<file path="config.mk">
export PLATFORM = sky130hd
export DESIGN_NAME = updown_load_counter
export DESIGN_NICKNAME = d
export VERILOG_FILES = /design/src/rtl/updown_load_counter.sv
export SDC_FILE = /design/constraint.sdc
export NUM_CORES = 1
export LEC_CHECK = 0
export BUFFER_PORTS_ARGS = -buffer_cell sky130_fd_sc_hd__buf_2
export CORE_AREA = 10 10 47 49
export CTS_CLUSTER_SIZE = 30
export DETAILED_ROUTE_END_ITERATION = 6
export DIE_AREA = 0 0 57 59
export SLEW_MARGIN = 20
export SYNTH_ARGS = -nofsm -noshare
export SYNTH_HDL_FRONTEND = slang
export SYNTH_SLANG_ARGS = --single-unit
</file>
<file path="constraint.sdc">
create_clock -name clk -period 1.62 [get_ports clk]
set_input_delay 0.081 -clock clk [delete_from_list [all_inputs] [get_ports clk]]
set_output_delay 0.081 -clock clk [all_outputs]
set_load 0.05 [all_outputs]
</file>
<file path="src/rtl/updown_load_counter.sv">
// Up/down binary counter with synchronous parallel load, all-ones/zero status
// flags and a registered pulse marking each modular wrap.
module updown_load_counter #(
  parameter int unsigned WIDTH = 4
) (
  input  logic             clk,
  input  logic             rstn,
  input  logic             load_en,
  input  logic [WIDTH-1:0] load,
  input  logic             down,
  output logic [WIDTH-1:0] count,
  output logic             rollover,
  output logic             zero,
  output logic             wrap
);

  localparam logic [WIDTH-1:0] ALL_ONES = '1;
  localparam logic [WIDTH-1:0] ONE      = WIDTH'(1);

  logic [WIDTH-1:0] count_nxt;
  logic             wrap_nxt;

  // Load wins over counting and never reports a wrap, even all-ones -> zero.
  always_comb begin
    count_nxt = count + ONE;
    wrap_nxt  = 1'b0;
    if (load_en) begin
      count_nxt = load;
      wrap_nxt  = 1'b0;
    end else if (down) begin
      count_nxt = count - ONE;
      wrap_nxt  = (count == '0);
    end else begin
      count_nxt = count + ONE;
      wrap_nxt  = (count == ALL_ONES);
    end
  end

  always_ff @(posedge clk or negedge rstn) begin
    if (!rstn) begin
      count <= '0;
      wrap  <= 1'b0;
    end else begin
      count <= count_nxt;
      wrap  <= wrap_nxt;
    end
  end

  assign rollover = &count;
  assign zero     = ~|count;

endmodule

</file>
==> flow_summary.ini <==
[critical_path]
path_class = reg -> out
worstPathRequired_ns = 1.54
cp_max_fo = 4
endpoint_kind = primary output
cp.arrival_ns = 1.26
start_kind = register

[yosys]
synth-xor-area-share = 0.0556
synth_top_family_by_area = simple AND/OR/NAND/NOR gates
synth_compound_area_frac = 0.103
synth_area_um2 = 315
synth_cell_types = 16
synth.avg_cell_area_um2 = 10.5
yosysWarnings = 0
synthAdderAreaFrac = 0.143
synth_fp_nets = 41
synth_seq_area_share = 0.397
ys_ff_latch = 5
synthMuxAreaShare = 0.0357
synthSimpleGateAreaFrac = 0.214
syn_inst = 30

[sta]
hold_viol = 0
finClkSkew_ns = 0.00428
setup_tns_ns = 0
report.final.slew_viol_count = 0
rsz0062_at_grt = false
slew_headroom = 0.830
fmax_mhz = 745
timing.hold.ws_ns = 0.0533
layout_min_cycle_time_ns = 1.34
period_share = 0.828
worst_slew_pin_slew_ns = 0.257
setup_viol = 0

[routing]
vias_per_cell = 4.22
dr.pass1.iters = 3
wl_um = 841
drtAntennaViolNets = 0
via_count = 270
drtIter0Drc = 4
drc_errors = 0
avgRoutedWirePerCell_um = 13.1

[place]
gp_congestion = 0.727
dp_hpwl_um = 699
placement.io_buffers = 14

[die]
die-area_um2 = 3360
die_w_um = 57
initial_core_util = 0.225
io_pins = 15
core-area_um2 = 1400
die_y_um = 59
rows = 14

[layout]
fillers = 149
area_growth_pct = 40.1
num-nets-final = 60
n_antenna_cell = 0
layout-drive-gt1-share = 0.500
seq_area_um2 = 129
multi_input_area_um2 = 175

[global_route]
grt_max_degree = 10
antenna_found_initial = 0
grt_use_total = 0.0542
overflow = 0
grt_pass1_wl_um = 1350
grt_pass1_vias = 290

[pwr]
ir_drop_mv = 0.504
p_per_area_nw_per_um2 = 1230
p_leak_nw = 0.216
power_uw = 542

[worst_hold_path]
min_path_type = in -> reg

[cts]
cts.sinks = 5
clk_pin_slew_ns = 0.04
cts_setup_buffers = 0
ctsHtreeMaxLevel = 1
clockRootBuffer = clkbuf_4
clock_latency_ns = 0.24
cts_tree = built
clock_path_buffers = 2
cts_buffers = 3

[job]
cap_violations = 0

[outcome]
status = finished, final reports clean
timing repair:
item                                   in CTS  in global routing
endpoints found under the hold margin       5                  0
hold buffers                                1                  0
gates resized for setup                     0                  0
Yosys cell counts:
library cell | n | area, um2
buf_2 | 1 | 5.00
xor2_1 | 2 | 17.5
o21ai_0 | 2 | 10.0
and4_1 | 1 | 8.76
mux2_2 | 1 | 11.3
inv_1 | 3 | 11.3
nand3_1 | 2 | 10.0
nor4_4 | 1 | 21.3
nand4b_1 | 1 | 8.76
dfrtp_1 | 5 | 125
a21oi_2 | 1 | 8.76
a211o_1 | 1 | 8.76
ha_1 | 2 | 25.0
nand2_1 | 5 | 18.8
fa_1 | 1 | 20.0
a21oi_1 | 1 | 5.00
per-stage QoR:
step                      setup slack, ns  area [um2]  std cells   util
after detailed placement            0.304         405         59  0.289
after global placement              0.316         405         59  0.289
final                               0.278         442         64  0.315
after global routing                0.157         442         64  0.315
after floorplan                    0.0381         320         30      -
after CTS                           0.246         442         64  0.315
flip-flops by register name, summed over array words and instances, names as in the netlist:
| name | count |
|---|---|
| wrap | 1 |
| count | 4 |
report_power, final:
group / total, mW / internal [mW] / leakage [nW] / switching [mW]
registers: 0.180 / 0.148 / 0.0583 / 0.0320
clock network: 0.147 / 0.0933 / 0.0150 / 0.0537
logic: 0.215 / 0.0652 / 0.143 / 0.150
total: 0.542 / 0.307 / 0.216 / 0.236
area by class of cell:
cell class | count | share of cell area
Clock buffer | 4 | 0.0595
Inverter | 3 | 0.0255
Multi-Input combinational cell | 21 | 0.397
Sequential cell | 5 | 0.292
Tap cell | 16 | 0.0453
Timing Repair Buffer | 15 | 0.181
kinds of logic after synthesis:
group                    after synthesis
AO/OA/AOI/OAI                          5
XOR/XNOR                               2
adder cells (fa/ha/maj)                3
buffers and inverters                  4
flip-flops                             5
multiplexers                           1
AND/OR/NAND/NOR                       10
per-layer routing:
metal  track usage  vias up  part of all wire  routed length [um]
li1              -      142                 -                   -
met4        0.0101        0                 0                   0
met3        0.0536        0              0.10                  86
met1        0.0550      118              0.40                 340
met5             0        -                 0                   0
met2        0.0791       10              0.49                 414
path summary, 6_finish.rpt:
kind	slack (ns)	start	depth (start not counted)	to
hold reg to reg	0.61	count[2]	3	wrap
setup reg to reg	0.32	count[2]	4	count[3]
setup / recovery	0.28	count[2]	2	zero
hold / removal	0.05	load[2]	3	count[2]
max in group asynchronous	1.27	rstn	2	count[2]
min in group asynchronous	0.19	rstn	2	wrap
worst max-delay path, cell delays in order (launching register included):
cell,delay (ns)
dfrtp_2,0.43
nor4_4,0.28
buf_2,0.31
cell usage in the layout, fill, tap and decap left out:
cell type,instances
xor2_1,2
nand4b_1,1
a211o_1,1
o21ai_0,2
buf_2,14
clkbuf_4,3
dfrtp_1,2
and4_2,1
clkbuf_1,1
a21oi_2,1
mux2_2,1
nor4_4,1
inv_1,3
fa_1,1
nand2_1,5
dlygate4sd3_1,1
dfrtp_2,3
a21oi_1,1
nand3_1,2
ha_1,2
Note: power is estimated with default switching activity, not from simulation.
